==> src/rtl/ap_txn_profiler_pkg.sv <==
// Shared types for the ap_ctrl transaction profiler: FSM states, start-queue
// entries and output records.
package ap_prof_pkg;

    localparam int TS_W = 32;

    typedef enum logic [1:0] {
        IDLE  = 2'd0,
        RUN   = 2'd1,
        DRAIN = 2'd2,
        DONE  = 2'd3
    } prof_state_e;

    typedef struct packed {
        logic [TS_W-1:0] ts;
        logic [TS_W-1:0] ii;
        logic            first;
    } start_ent_t;

    typedef struct packed {
        logic [TS_W-1:0] start_ts;
        logic [TS_W-1:0] latency;
        logic [TS_W-1:0] ii;
        logic            first;
    } rec_t;

endpackage

==> src/rtl/ap_txn_profiler_if.sv <==
// Observed ap_ctrl handshake plus the outgoing record stream.
// Record stream: a record transfers on every rising clock edge where rec_valid
// and rec_ready are both 1; rec_valid never depends on rec_ready, and rec_*
// data stays stable while rec_valid=1 and rec_ready=0.
interface ap_txn_profiler_if #(
    parameter int TS_W = ap_prof_pkg::TS_W
) ();
    logic            ap_start;
    logic            ap_ready;
    logic            ap_done;
    logic            ap_continue;
    logic            rec_valid;
    logic            rec_ready;
    logic [TS_W-1:0] rec_start_ts;
    logic [TS_W-1:0] rec_latency;
    logic [TS_W-1:0] rec_ii;
    logic            rec_first;

    modport master (
        output ap_start, ap_ready, ap_done, ap_continue, rec_ready,
        input  rec_valid, rec_start_ts, rec_latency, rec_ii, rec_first
    );

    modport slave (
        input  ap_start, ap_ready, ap_done, ap_continue, rec_ready,
        output rec_valid, rec_start_ts, rec_latency, rec_ii, rec_first
    );
endinterface

==> src/rtl/prof_sync_fifo.sv <==
// Synchronous FIFO; a push while full is accepted when a pop happens in the
// same cycle.
module prof_sync_fifo #(
    parameter int W     = 8,
    parameter int DEPTH = 4
) (
    input  logic         clock,
    input  logic         reset,
    input  logic         push,
    input  logic [W-1:0] din,
    input  logic         pop,
    output logic [W-1:0] dout,
    output logic         full,
    output logic         empty
);
    localparam int PW = (DEPTH > 1) ? $clog2(DEPTH) : 1;
    localparam int CW = $clog2(DEPTH + 1);

    logic [W-1:0]  mem [DEPTH];
    logic [PW-1:0] wr_ptr;
    logic [PW-1:0] rd_ptr;
    logic [CW-1:0] cnt;
    logic          do_push;
    logic          do_pop;

    assign full    = (cnt == CW'(DEPTH));
    assign empty   = (cnt == '0);
    assign do_pop  = pop & ~empty;
    assign do_push = push & (~full | do_pop);
    assign dout    = mem[rd_ptr];

    always_ff @(posedge clock) begin
        if (do_push) mem[wr_ptr] <= din;
    end

    always_ff @(posedge clock or posedge reset) begin
        if (reset) begin
            wr_ptr <= '0;
            rd_ptr <= '0;
            cnt    <= '0;
        end else begin
            if (do_push) wr_ptr <= (wr_ptr == PW'(DEPTH - 1)) ? '0 : wr_ptr + 1'b1;
            if (do_pop)  rd_ptr <= (rd_ptr == PW'(DEPTH - 1)) ? '0 : rd_ptr + 1'b1;
            cnt <= cnt + CW'(do_push) - CW'(do_pop);
        end
    end
endmodule

==> src/rtl/ap_txn_profiler.sv <==
// Timestamps ap_ctrl start acceptances and completions, pairs them in order and
// emits one {start_ts, latency, ii, first} record per transaction.
module ap_txn_profiler #(
    parameter int TS_W        = ap_prof_pkg::TS_W,
    parameter int OUTSTANDING = 4,
    parameter int OUT_DEPTH   = 8
) (
    input  logic                     clock,
    input  logic                     reset,
    ap_txn_profiler_if.slave         bus,
    input  logic                     finish,
    output logic [15:0]              drop_cnt,
    output logic                     err_overrun,
    output logic                     err_orphan,
    output logic                     all_done,
    output ap_prof_pkg::prof_state_e state
);
    import ap_prof_pkg::*;

    prof_state_e     state_nxt;
    logic [TS_W-1:0] cyc;
    logic [TS_W-1:0] prev_start;
    logic            seen_start;

    logic       start_ev, done_ev, bypass, overrun, orphan, accept, rec_form, rec_drop;
    start_ent_t new_ent, src_ent, sq_dout;
    rec_t       rec_din, rf_dout;
    logic       sq_push, sq_pop, sq_full, sq_empty;
    logic       rf_push, rf_pop, rf_full, rf_empty;

    assign start_ev = bus.ap_start & bus.ap_ready & ((state == IDLE) | (state == RUN));
    assign done_ev  = bus.ap_done & bus.ap_continue & (state != DONE);

    always_comb begin
        new_ent.ts    = cyc;
        new_ent.first = ~seen_start;
        new_ent.ii    = seen_start ? (cyc - prev_start) : '0;

        // An empty queue lets a same-cycle done consume the concurrent start.
        bypass   = start_ev & done_ev & sq_empty;
        overrun  = start_ev & sq_full & ~done_ev;
        accept   = start_ev & ~overrun;
        orphan   = done_ev & sq_empty & ~start_ev;
        sq_push  = accept & ~bypass;
        sq_pop   = done_ev & ~sq_empty;
        rec_form = done_ev & (bypass | ~sq_empty);

        src_ent          = bypass ? new_ent : sq_dout;
        rec_din.start_ts = src_ent.ts;
        rec_din.latency  = cyc - src_ent.ts;
        rec_din.ii       = src_ent.ii;
        rec_din.first    = src_ent.first;

        rf_pop   = ~rf_empty & bus.rec_ready;
        rf_push  = rec_form & (~rf_full | rf_pop);
        rec_drop = rec_form & rf_full & ~rf_pop;
    end

    prof_sync_fifo #(.W($bits(start_ent_t)), .DEPTH(OUTSTANDING)) u_start_q (
        .clock(clock), .reset(reset),
        .push(sq_push), .din(new_ent), .pop(sq_pop), .dout(sq_dout),
        .full(sq_full), .empty(sq_empty)
    );

    prof_sync_fifo #(.W($bits(rec_t)), .DEPTH(OUT_DEPTH)) u_rec_fifo (
        .clock(clock), .reset(reset),
        .push(rf_push), .din(rec_din), .pop(rf_pop), .dout(rf_dout),
        .full(rf_full), .empty(rf_empty)
    );

    // Record data reads as zero whenever no record is presented.
    assign bus.rec_valid    = ~rf_empty;
    assign bus.rec_start_ts = rf_empty ? '0 : rf_dout.start_ts;
    assign bus.rec_latency  = rf_empty ? '0 : rf_dout.latency;
    assign bus.rec_ii       = rf_empty ? '0 : rf_dout.ii;
    assign bus.rec_first    = rf_empty ? 1'b0 : rf_dout.first;
    assign all_done         = (state == DONE);

    always_ff @(posedge clock or posedge reset) begin
        if (reset) begin
            cyc         <= '0;
            prev_start  <= '0;
            seen_start  <= 1'b0;
            drop_cnt    <= '0;
            err_overrun <= 1'b0;
            err_orphan  <= 1'b0;
        end else begin
            cyc <= cyc + 1'b1;
            if (accept) begin
                prev_start <= cyc;
                seen_start <= 1'b1;
            end
            if ((overrun | rec_drop) && (drop_cnt != 16'hFFFF)) drop_cnt <= drop_cnt + 16'd1;
            if (overrun) err_overrun <= 1'b1;
            if (orphan)  err_orphan  <= 1'b1;
        end
    end

    always_ff @(posedge clock or posedge reset) begin
        if (reset) state <= IDLE;
        else       state <= state_nxt;
    end

    always_comb begin
        state_nxt = state;
        case (state)
            IDLE:    if (finish) state_nxt = DRAIN;
                     else if (start_ev) state_nxt = RUN;
            RUN:     if (finish) state_nxt = DRAIN;
            DRAIN:   if (sq_empty && rf_empty) state_nxt = DONE;
            DONE:    state_nxt = DONE;
            default: state_nxt = IDLE;
        endcase
    end
endmodule

==> src/flat_wrapper.sv <==
// flat-port wrapper written by rule: the top's interface ports become plain ports
module ap_txn_profiler_flat import ap_prof_pkg::*;
#(
    parameter int TS_W        = ap_prof_pkg::TS_W,
    parameter int OUTSTANDING = 4,
    parameter int OUT_DEPTH   = 8
)
  (clock, reset, finish, drop_cnt, err_overrun, err_orphan, all_done, state, bus_ap_start, bus_ap_ready, bus_ap_done, bus_ap_continue, bus_rec_ready, bus_rec_valid, bus_rec_start_ts, bus_rec_latency, bus_rec_ii, bus_rec_first);
  ap_txn_profiler_if #(.TS_W(TS_W)) bus_i ();
  input  logic clock;
  input  logic reset;
  input  logic finish;
  output logic [15:0] drop_cnt;
  output logic err_overrun;
  output logic err_orphan;
  output logic all_done;
  output ap_prof_pkg::prof_state_e state;
  input wire logic [$bits(bus_i.ap_start)-1:0] bus_ap_start;
  input wire logic [$bits(bus_i.ap_ready)-1:0] bus_ap_ready;
  input wire logic [$bits(bus_i.ap_done)-1:0] bus_ap_done;
  input wire logic [$bits(bus_i.ap_continue)-1:0] bus_ap_continue;
  input wire logic [$bits(bus_i.rec_ready)-1:0] bus_rec_ready;
  output wire logic [$bits(bus_i.rec_valid)-1:0] bus_rec_valid;
  output wire logic [$bits(bus_i.rec_start_ts)-1:0] bus_rec_start_ts;
  output wire logic [$bits(bus_i.rec_latency)-1:0] bus_rec_latency;
  output wire logic [$bits(bus_i.rec_ii)-1:0] bus_rec_ii;
  output wire logic [$bits(bus_i.rec_first)-1:0] bus_rec_first;
  assign bus_i.ap_start = bus_ap_start;
  assign bus_i.ap_ready = bus_ap_ready;
  assign bus_i.ap_done = bus_ap_done;
  assign bus_i.ap_continue = bus_ap_continue;
  assign bus_i.rec_ready = bus_rec_ready;
  assign bus_rec_valid = bus_i.rec_valid;
  assign bus_rec_start_ts = bus_i.rec_start_ts;
  assign bus_rec_latency = bus_i.rec_latency;
  assign bus_rec_ii = bus_i.rec_ii;
  assign bus_rec_first = bus_i.rec_first;
  ap_txn_profiler #(.TS_W(TS_W), .OUTSTANDING(OUTSTANDING), .OUT_DEPTH(OUT_DEPTH)) u_core (.clock(clock), .reset(reset), .bus(bus_i), .finish(finish), .drop_cnt(drop_cnt), .err_overrun(err_overrun), .err_orphan(err_orphan), .all_done(all_done), .state(state));
endmodule
==> config.mk <==
export PLATFORM = sky130hd
export DESIGN_NAME = ap_txn_profiler_flat
export DESIGN_NICKNAME = d
export VERILOG_FILES = /design/src/rtl/ap_txn_profiler_pkg.sv /design/src/rtl/ap_txn_profiler_if.sv /design/src/rtl/prof_sync_fifo.sv /design/src/rtl/ap_txn_profiler.sv /design/src/flat_wrapper.sv
export SDC_FILE = /design/constraint.sdc
export NUM_CORES = 1
export LEC_CHECK = 0
export BUFFER_PORTS_ARGS = -buffer_cell sky130_fd_sc_hd__buf_2
export CELL_PAD_IN_SITES_DETAIL_PLACEMENT = 0
export CELL_PAD_IN_SITES_GLOBAL_PLACEMENT = 2
export CORE_UTILIZATION = 35
export CTS_CLUSTER_DIAMETER = 200
export CTS_CLUSTER_SIZE = 20
export DETAILED_ROUTE_END_ITERATION = 12
export GPL_TIMING_DRIVEN = 0
export PLACE_DENSITY = 0.65
export SYNTH_ARGS = -nofsm -noshare
export SYNTH_HDL_FRONTEND = slang
export SYNTH_HIERARCHICAL = 1
export SYNTH_SLANG_ARGS = --single-unit
==> constraint.sdc <==
create_clock -name clock -period 30.7 [get_ports clock]
set_input_delay 0 -clock clock [delete_from_list [all_inputs] [get_ports clock]]
set_output_delay 0 -clock clock [all_outputs]
set_load 0.005 [all_outputs]
After elaboration in Yosys (flattened, before gate mapping)
Memory sizes are Yosys's and may differ from the RTL's.
Cells that the tools add are included.
{"block": "word_totals", "reg_bits": 102, "ramBits": 1036, "inputBits": 8, "out_inout_bits": 119, "word_cells": 104, "n_memories": 2}
{"name": "u_core.u_rec_fifo.mem", "words": 8, "word_bits": 97, "rd": 1, "rd_clocked_by_memory_dff": 0, "wr": 1, "line": "prof_sync_fifo.sv:19", "text": "logic [W-1:0] mem [DEPTH];"}
{"name": "u_core.u_start_q.mem", "words": 4, "word_bits": 65, "rd": 1, "rd_clocked_by_memory_dff": 0, "wr": 1, "line": "prof_sync_fifo.sv:19"}
{"block": "classes", "add_sub_neg": 12, "eq_ne": 14, "mux": 19, "n_bitwise": 38, "n_reduce_logical": 6}
{"operator": "$mux W32", "n": 4}
{"operator": "$mux W65", "n": 1}
{"operator": "$sub A32 B32 Y32", "n": 2}
{"operator": "$add A32 B1 Y32 const B", "n": 1}
{"operator": "$and A1 B1 Y1", "n": 22}
{"operator": "$add A16 B1 Y16 const B", "n": 1}
{"operator": "$ne A16 B16 Y1 const B", "n": 1}
{"operator": "$mux W2", "n": 6}
{"operator": "$not A1 Y1", "n": 10}
{"operator": "$eq A3 B3 Y1 const B", "n": 3}
{"operator": "$eq A2 B2 Y1 const B", "n": 4}
{"operator": "$pmux W2 S4", "n": 1}
{"operator": "$add A3 B1 Y3 const B", "n": 2}
{"operator": "$mux W3", "n": 2}
{"operator": "$or A1 B1 Y1", "n": 6}
{"operator": "$mux W1", "n": 5}
{"operator": "$add A2 B1 Y2 const B", "n": 2}
{"operator": "$add A4 B1 Y4", "n": 1}
{"operator": "$eq A4 B4 Y1 const B", "n": 1}
{"operator": "$logic_not A4 Y1", "n": 1}
{"operator": "$ne A2 B2 Y1 const B", "n": 2}
{"operator": "$sub A4 B1 Y4", "n": 1}
{"operator": "$add A3 B1 Y3", "n": 1}
{"operator": "$logic_not A3 Y1", "n": 1}
{"operator": "7 further kinds", "n": 8}

Longest topological paths before layout
Gate-level depths: netlist (run 1).
{"block": "depth", "depth_word": 11, "mapped_depth": 20, "depth_no_buf": 17}

By module
Netlist (run 1), hierarchy kept.
{"module": "prof_sync_fifo (u_core.u_rec_fifo)", "n_inst": 1, "cells_each": 1187, "area_per_inst_um2": 29781.1, "seq_area_each_um2": 23552.6}
{"module": "prof_sync_fifo (u_core.u_start_q)", "n_inst": 1, "cells_each": 377, "area_per_inst_um2": 9857.0, "seq_area_each_um2": 7982.7}
{"module": "ap_txn_profiler", "n_inst": 1, "cells_each": 1104, "area_per_inst_um2": 8564.5, "seq_area_each_um2": 2127.0}

Worst setup path after synthesis (run 1)
No wires, ideal clock.
{"block": "synth_path", "path_kind": "register -> register", "start": "reg u_core.u_rec_fifo.cnt[2]", "end": "mem u_core/u_rec_fifo/mem[1][0] (netlist bit), enable pin", "setup_ns": 0.790, "arrival_time_ns": 10.732, "t_required_ns": 29.910, "setup_slack_ns": 19.178, "stages_incl_launch_ff": 10, "n_path_buf": 1, "period_less_slack_ns": 11.522, "path_cell_list": "dfrtp_1 > inv_1 > ha_1 > nor3b_1 > clkbuf_1 > nor2b_1 > nor2b_1 > nor2_1 > nand2_1 > nor4_1"}
{"block": "synth_between", "elab_chain_len": 8, "elab_cells_between_ends": 12, "classes_between": "1 x eq/ne; 2 x mux; 8 x bitwise; 1 x reduce/logical"}
{"element": "from (decl)", "line": "prof_sync_fifo.sv:22", "text": "logic [CW-1:0] cnt;"}
{"element": "from (signal assigned)", "line": "prof_sync_fifo.sv:44", "text": "cnt <= cnt + CW'(do_push) - CW'(do_pop);"}
{"element": "$logic_not A4 Y1", "line": "prof_sync_fifo.sv:27", "text": "assign empty = (cnt == '0);"}
{"element": "named net u_core.rf_empty", "line": "ap_txn_profiler.sv:29", "text": "logic rf_push, rf_pop, rf_full, rf_empty;"}
{"element": "$not A1 Y1", "line": "ap_txn_profiler.sv:54", "text": "rf_pop = ~rf_empty & bus.rec_ready;"}
{"element": "$and A1 B1 Y1", "line": "ap_txn_profiler.sv:54"}
{"element": "named net u_core.rf_pop", "line": "ap_txn_profiler.sv:29"}
{"element": "$or A1 B1 Y1", "line": "ap_txn_profiler.sv:55", "text": "rf_push = rec_form & (~rf_full | rf_pop);"}
{"element": "$and A1 B1 Y1", "line": "ap_txn_profiler.sv:55"}
{"element": "named net u_core.rf_push", "line": "ap_txn_profiler.sv:29"}
{"element": "$and A1 B1 Y1", "line": "prof_sync_fifo.sv:29", "text": "assign do_push = push & (~full | do_pop);"}
{"element": "$mux W1", "line": "prof_sync_fifo.sv:33", "text": "if (do_push) mem[wr_ptr] <= din;"}
{"element": "$mux W1 (implied by the code)", "line": "prof_sync_fifo.sv:33"}
{"element": "to (decl)", "line": "prof_sync_fifo.sv:19"}
The timed path passes the listed nets, and every way through them passes these cells.

==> reports/metrics.cfg, run 1 <==
[critical_path]
ff2ff_setup_slack_ns=23.10
cp.required_ns=31.07
crit_chain=nor3_1 > nand3_1 > or2_2 > clkbuf_1 > clkbuf_1 > clkbuf_1 > nand2_1 > o21ai_1 > ha_1 > fa_1 > nor2b_1 > o2111ai_1 > a21boi_0 > o21ai_0 > a31oi_1 > o221ai_1 > and2_1 > o221ai_1 > a21oi_1 > xnor2_1
r2r-start=u_core/u_start_q/cnt[1]$_DFF_PP0_
critPathLaunchType=flop
arrival_ns=7.97
cpMostUsedCell=clkbuf_1
max_stage_delay_ns=0.66
cp_slowest_cell=nor3_1
r2r_cells=20
cp_max_fo=10
worstSetupPathType=flop to flop
r2r-end=u_core/u_rec_fifo/mem[1][63]$_DFFE_PP_
setup.worst_path.end_class=flop

[clock_tree]
tritoncts=built
post_cts_buffers=0
cts_buffers=66
htreeDepth=3
path_clk_slew_ns=0.09
root_buffer=clkbuf_16
cts.sinks=1138
cts_max_path_buffers=3
clk-insertion-delay-late_ns=0.66
cts_resized=0

[floorplan]
die_w_um=373.1
die_h_um=373.1
row_count=135
die_area_mm2=0.1392
initial_utilization_pct=35.45
core-area_mm2=0.1360
io-pin-count=127

[sta]
finalMaxSlewViolations=0
post-route-period-util_pct=24.76
maxSlewHeadroom_pct=11.52
finalSetupTns_ns=0
period_minus_slack_ns=7.602
setup_viol=0
hold_violations=0
fin_skew_ns=0.02394
rsz0062_at_grt=no
tightest_slew_ns=1.327
max_freq_ghz=0.1315

[global_routing]
grt_max_degree=70
grt_antenna_before_repair=9
grt_usage_pct=17.71
grt_pass1_wl_um=180800
grt_pass1_vias=26200
grt_overflow_total=0

[logic_synthesis]
synth_cells=2668
ys.flop_type=edfxtp_1
synth-edff-count=1036
avgSynthCellArea_um2=18.07
syn_area_mm2=0.04820
async_reset_ff_share_pct=8.963
yosys_warnings=6
syn-num-nets=2745
synth_cell_types=86
ys_seq_area_share_pct=69.84
synth_seq_cells=1138

[route]
drtIter0Drc=1993
via_per_inst=5.235
ant_nets=0
num_vias=25180
drc_errors=0
finalWirelength_um=123300
wl_per_cell_um=25.64
dr.pass1.iters=6

[cells_and_area]
drive_above_1_share_pct=26.96
n_fill_cell=12230
area_growth_syn_to_layout_pct=12.93
fin_nets=3076
final_area_mm2=0.05443

[job]
max_cap_violations=0

[min_path]
hold_start=finish
hold_path.class=input pin to flop
min_to=u_core/state[1]$_DFFE_PP0P_
whs_path_depth=3

[placed_design]
numPortBuffers=126
gp_congestion=0.8369
post_dp_cell_area_mm2=0.05248
dpl.hpwl_um=89170

[run_status]
status=finished, final reports clean

[power]
p_per_area_mw_per_mm2=81.44
vdd_drop_max_mv=0.04641
leakage_nw=18.64

==> state kept, by name, indices dropped and copies added, names as in the netlist <==
register,count
u_core/prev_start,32
u_core/u_rec_fifo/mem,776
u_core/drop_cnt,16
u_core/state,2
u_core/u_rec_fifo/cnt,4
u_core/err_orphan,1
u_core/u_rec_fifo/rd_ptr,3
u_core/u_start_q/rd_ptr,2
u_core/err_overrun,1
u_core/u_start_q/cnt,3
u_core/cyc,32
u_core/u_start_q/mem,260
u_core/u_rec_fifo/wr_ptr,3
u_core/seen_start,1
u_core/u_start_q/wr_ptr,2
==> per-layer routing <==
layer	part of all wire, %	vias up	global-route usage (%)
met4	2.0	0	4.296
met1	46	13390	25.49
li1	-	11080	-
met5	0	-	0
met3	4.5	107	2.028
met2	48	601	28.65
==> per-stage QoR <==
stage	power [mW]	std cells	hold slack, ns	setup WS, ns	util, %
finish	4.433	4809	0.08552	23.10	40.03
global route	4.653	4809	0.07749	22.64	40.03
CTS	4.510	4808	0.02988	23.14	40.03
detailed placement	3.601	4702	0.009639	23.20	38.59
global placement	3.572	4575	-0.02139	6.507	37.55
floorplan	3.008	2668	-0.1966	19.18	-
==> cell usage in the layout, fill, tap and decap left out, types with 13 or more instances in the layout <==
master | synthesis | layout
nand3_1 | 29 | 29
edfxtp_1 | 1036 | 1036
nor3_1 | 22 | 15
buf_6 | 18 | 97
buf_2 | 28 | 154
nand2b_1 | 17 | 17
a21o_1 | 20 | 20
mux4_2 | 259 | 259
mux2i_1 | 17 | 17
nor2b_1 | 113 | 113
ha_1 | 65 | 65
xor2_1 | 33 | 33
and2_1 | 23 | 19
a21oi_1 | 62 | 62
dfrtp_1 | 102 | 102
a31oi_1 | 13 | 13
nor2_1 | 79 | 79
clkbuf_16 | 0 | 68
inv_1 | 94 | 93
mux2_2 | 128 | 128
buf_4 | 3 | 42
and3_1 | 16 | 16
clkbuf_1 | 54 | 73
nand2_1 | 136 | 136
xnor2_1 | 74 | 74
o21ai_0 | 75 | 73
==> logic make-up after synthesis <==
group / synth area share, %
buf+inv: 2.154
mux: 15.44
xor+xnor: 1.944
compound gates: 3.455
fa+ha+maj: 2.126
flops: 69.84
simple gates: 5.041
==> worst max-delay path by stage <==
stage / startpoint / to / slack, ns / depth (start not counted)
2_1_floorplan: u_core/u_rec_fifo/cnt[2]$_DFF_PP0_ / u_core/u_rec_fifo/mem[1][0]$_DFFE_PP_ / 19.18 / 9
3_3_place_gp: u_core/u_rec_fifo/cnt[2]$_DFF_PP0_ / u_core/u_rec_fifo/mem[1][72]$_DFFE_PP_ / 6.51 / 9
3_5_place_dp: u_core/u_start_q/cnt[1]$_DFF_PP0_ / u_core/u_rec_fifo/mem[0][63]$_DFFE_PP_ / 23.20 / 20
4_1_cts: u_core/u_start_q/cnt[1]$_DFF_PP0_ / u_core/u_rec_fifo/mem[0][63]$_DFFE_PP_ / 23.14 / 20
5_1_grt: u_core/u_start_q/cnt[1]$_DFF_PP0_ / u_core/u_rec_fifo/mem[0][63]$_DFFE_PP_ / 22.64 / 20
6_report: u_core/u_start_q/cnt[1]$_DFF_PP0_ / u_core/u_rec_fifo/mem[1][63]$_DFFE_PP_ / 23.10 / 20
==> worst max-delay path: cells and delay by family (launching register included) <==
| kind | cells | cell delay, ns |
|---|---|---|
| XOR/XNOR | 1 | 0.53 |
| adder cells (fa/ha/maj) | 2 | 0.77 |
| buffers and inverters | 3 | 1.18 |
| flip-flops | 1 | 0.44 |
| AO/OA/AOI/OAI | 8 | 2.23 |
| AND/OR/NAND/NOR | 6 | 2.14 |
==> power breakdown <==
part           leakage, nW  total (mW)  internal, mW  switching (mW)
logic                 7.09        1.58         0.692           0.885
clock network        0.896       0.903         0.411           0.492
registers             10.7        1.95          1.93          0.0261
==> final cells by class <==
cell class / instances / area, µm² / share of cell area [%]
Antenna cell: 1 / 2.502 / 0.004597
Buffer: 117 / 689.4 / 1.267
Clock buffer: 90 / 1784 / 3.278
Clock inverter: 6 / 66.31 / 0.1218
Inverter: 94 / 355.3 / 0.6528
Multi-Input combinational cell: 1319 / 13560 / 24.92
Sequential cell: 1138 / 33660 / 61.84
Tap cell: 1781 / 2228 / 4.094
Timing Repair Buffer: 263 / 2081 / 3.823
==> synth_stat cells (all sizes together) (3+ instances only) <==
cell | count | share of area [%]
a31oi | 14 | 0.19
a22o | 9 | 0.18
a21bo | 3 | 0.062
fa | 4 | 0.17
mux2 | 128 | 3.0
edfxtp | 1036 | 65
nor2 | 79 | 0.62
and3 | 16 | 0.21
a211oi | 6 | 0.10
a21boi | 6 | 0.10
o21bai | 7 | 0.11
o221ai | 4 | 0.086
a21oi | 62 | 0.64
maj3 | 13 | 0.27
nand4 | 7 | 0.091
and4 | 6 | 0.11
and2 | 23 | 0.30
o31ai | 7 | 0.15
or3 | 3 | 0.039
xor2 | 33 | 0.60
o21ai | 77 | 0.80
nor3 | 22 | 0.23
a31o | 3 | 0.055
buf | 63 | 1.0
nand3b | 6 | 0.10
inv | 94 | 0.73
xnor2 | 74 | 1.3
nand2 | 136 | 1.1
a21o | 20 | 0.31
o211ai | 4 | 0.062
mux4 | 259 | 12
or2 | 8 | 0.10
nand3 | 29 | 0.30
dfrtp | 102 | 5.3
nor4 | 4 | 0.052
ha | 65 | 1.7
nand2b | 17 | 0.22
nor2b | 114 | 1.5
mux2i | 17 | 0.35
clkbuf | 54 | 0.42
==> repair_timing <==
action / CTS / global route
endpoints found under the setup margin: 0 / 0
hold buffers: 10 / 0
endpoints found under the hold margin: 110 / 0
Power figures use the tool's default switching activity.
==> run 2: changes to the inputs <==
--- a/config.mk
+++ b/config.mk
@@ -13,7 +13,7 @@
 export CTS_CLUSTER_SIZE = 20
 export DETAILED_ROUTE_END_ITERATION = 12
 export GPL_TIMING_DRIVEN = 0
-export PLACE_DENSITY = 0.65
+export PLACE_DENSITY = 0.67
 export SYNTH_ARGS = -nofsm -noshare
 export SYNTH_HDL_FRONTEND = slang
 export SYNTH_HIERARCHICAL = 1
==> constraint.sdc (replaced) <==
create_clock -name clock -period 6.7 [get_ports clock]
set_input_delay 0 -clock clock [delete_from_list [all_inputs] [get_ports clock]]
set_output_delay 0 -clock clock [all_outputs]
set_load 0.005 [all_outputs]
==> run 2 against run 1 <==
Compared with the run above:
- utilization is 0.18 points higher
- routed wire length fell by 0.17%
- non-clock buffer count down 33
- maximum frequency grew 24%
- combinational power rose to 4.6 times the previous value
- highest routed layer unchanged
==> reports/metrics.cfg, run 2 (same netlist as run 1, synthesis figures left out) <==
[route]
dr.pass1.iters=5
finalWirelength_um=123100
via_per_inst=5.271
drc_errors=0
drtIter0Drc=1966
wl_per_cell_um=25.80
num_vias=25150
ant_nets=0

[sta]
tightest_slew_ns=1.291
finalMaxSlewViolations=0
max_freq_ghz=0.1633
finalSetupTns_ns=0
post-route-period-util_pct=91.40
holdWs_ns=0.08790
hold_violations=0
fin_ws_ns=0.5763
fin_skew_ns=0.03945
period_minus_slack_ns=6.124
setup_viol=0
rsz0062_at_grt=no
maxSlewHeadroom_pct=13.27

[clock_tree]
htreeDepth=3
cts.sinks=1138
path_clk_slew_ns=0.09
clk-insertion-delay-late_ns=0.68
cts_max_path_buffers=3
root_buffer=clkbuf_16
tritoncts=built
cts_buffers=66

[cells_and_area]
final_common_cell=edfxtp_1
area_growth_syn_to_layout_pct=13.44
top_register=u_core/u_rec_fifo/mem
drive_above_1_share_pct=26.82
fin_nets=3043
largest_reg_flops=776
top_regs=u_core/u_rec_fifo/mem (776), u_core/u_start_q/mem (260)
layout_common_cells=edfxtp_1, mux4_2, buf_2
n_fill_cell=12110
fin_util_pct=40.22
n_antenna_cell=0

[floorplan]
row_count=135
initial_utilization_pct=35.45
core-area_mm2=0.1360
die_area_mm2=0.1392
io-pin-count=127
die_w_um=373.1
die_h_um=373.1

[global_routing]
grt_max_degree=67
grt_antenna_before_repair=4
grt_pass1_vias=26190
grt_overflow_total=0
grt_pass1_wl_um=180800
grt_usage_pct=17.64

[power]
total_power_mw=20.40
p_per_area_mw_per_mm2=373.0
leakage_nw=18.61
vdd_drop_max_mv=0.2141

[critical_path]
crit_chain=nor3_4 > nand3_1 > or2_2 > clkbuf_2 > clkbuf_2 > a21oi_2 > inv_1 > fa_1 > nor2b_1 > o2111ai_1 > a21boi_2 > o21ai_0 > a31oi_2 > o221ai_1 > and2_1 > o221ai_1 > a21oi_1 > xnor2_2
critPathLaunchType=flop
cp.required_ns=7.15
setup.worst_path.end_class=flop
worstSetupPathType=flop to flop
arrival_ns=6.58
cp_max_fo=11
max_stage_delay_ns=0.56
cp_slowest_cell=fa_1

[job]
max_cap_violations=0

[placed_design]
post-place-ws_ns=-1.023
dpl.hpwl_um=88300
numPortBuffers=126
gp_congestion=0.8384

[run_status]
status=finished, final reports clean

[min_path]
hold_path.class=input pin to flop

==> run 2: changes by cell type in the layout (fill, tap and decap cells not counted), moves of 9 or more <==
cell | previous run | this run
buf_4 | 42 | 8
buf_6 | 97 | 63
clkbuf_1 | 73 | 64
buf_16 | 1 | 21
buf_8 | 4 | 20
==> run 2: per-layer routing <==
metal | GRT usage (%) | routed length [µm]
met1 | 24.91 | 55620
met2 | 29.63 | 60910
met3 | 1.806 | 5022
met4 | 3.470 | 1547
met5 | 0 | 0
==> run 2: power by group <==
| part | total, mW | leakage, nW | switching (mW) | internal [mW] |
|---|---|---|---|---|
| sequential | 8.96 | 10.7 | 0.130 | 8.83 |
| clock | 4.14 | 0.891 | 2.26 | 1.87 |
| combinational | 7.30 | 7.06 | 4.10 | 3.20 |
==> run 2: final timing paths <==
check,depth (start not counted),slack (ns),end,startpoint
setup / recovery,18,0.58,u_core/u_rec_fifo/mem[6][63]$_DFFE_PP_,u_core/u_start_q/cnt[1]$_DFF_PP0_
hold / removal,3,0.09,u_core/state[1]$_DFFE_PP0P_,finish
setup reg to reg,18,0.58,u_core/u_rec_fifo/mem[6][63]$_DFFE_PP_,u_core/u_start_q/cnt[1]$_DFF_PP0_
hold reg to reg,1,0.49,u_core/drop_cnt[9]$_DFFE_PP0P_,u_core/drop_cnt[9]$_DFFE_PP0P_
max in group asynchronous,5,5.44,u_core/cyc[6]$_DFF_PP0_,reset
min in group asynchronous,4,0.55,u_core/u_start_q/cnt[1]$_DFF_PP0_,reset
==> run 2: worst max-delay path: cells and delay by family (launching register included) <==
kind / cells / cell delay (ns)
AOI/OAI and AO/OA: 8 / 2.06
xor gates and xnor gates: 1 / 0.35
adders and majority gates: 1 / 0.56
buffers and inverters: 3 / 0.88
DFF: 1 / 0.46
and+or+nand+nor: 5 / 1.56
==> run 2: layout make-up <==
type                    instances  area, µm²  share of cell area (%)
well taps                    1781       2228                   4.075
clock inverters                 6      66.31                  0.1213
clock buffers                  86       1769                   3.235
plain buffers                 116      699.4                   1.279
flip-flops and latches       1138      33660                   61.56
inverters                      94      355.3                  0.6498
multi-input cells            1319      13670                   25.00
repair buffers                231       2228                   4.075
==> run 2: per-stage QoR <==
stage               std cells  area, µm²
finish                   4771      54680
global route             4771      54680
global placement         4575      51100
floorplan                2668      48240
CTS                      4771      54660
detailed placement       4670      52660
==> run 2: repair_timing <==
item / CTS / global route
pin swaps: 0 / 1
setup endpoints to repair: 160 / 104
hold buffers: 9 / 0
endpoints found under the hold margin: 108 / 0
setup buffers: 0 / 1
gates resized for setup: 18 / 9
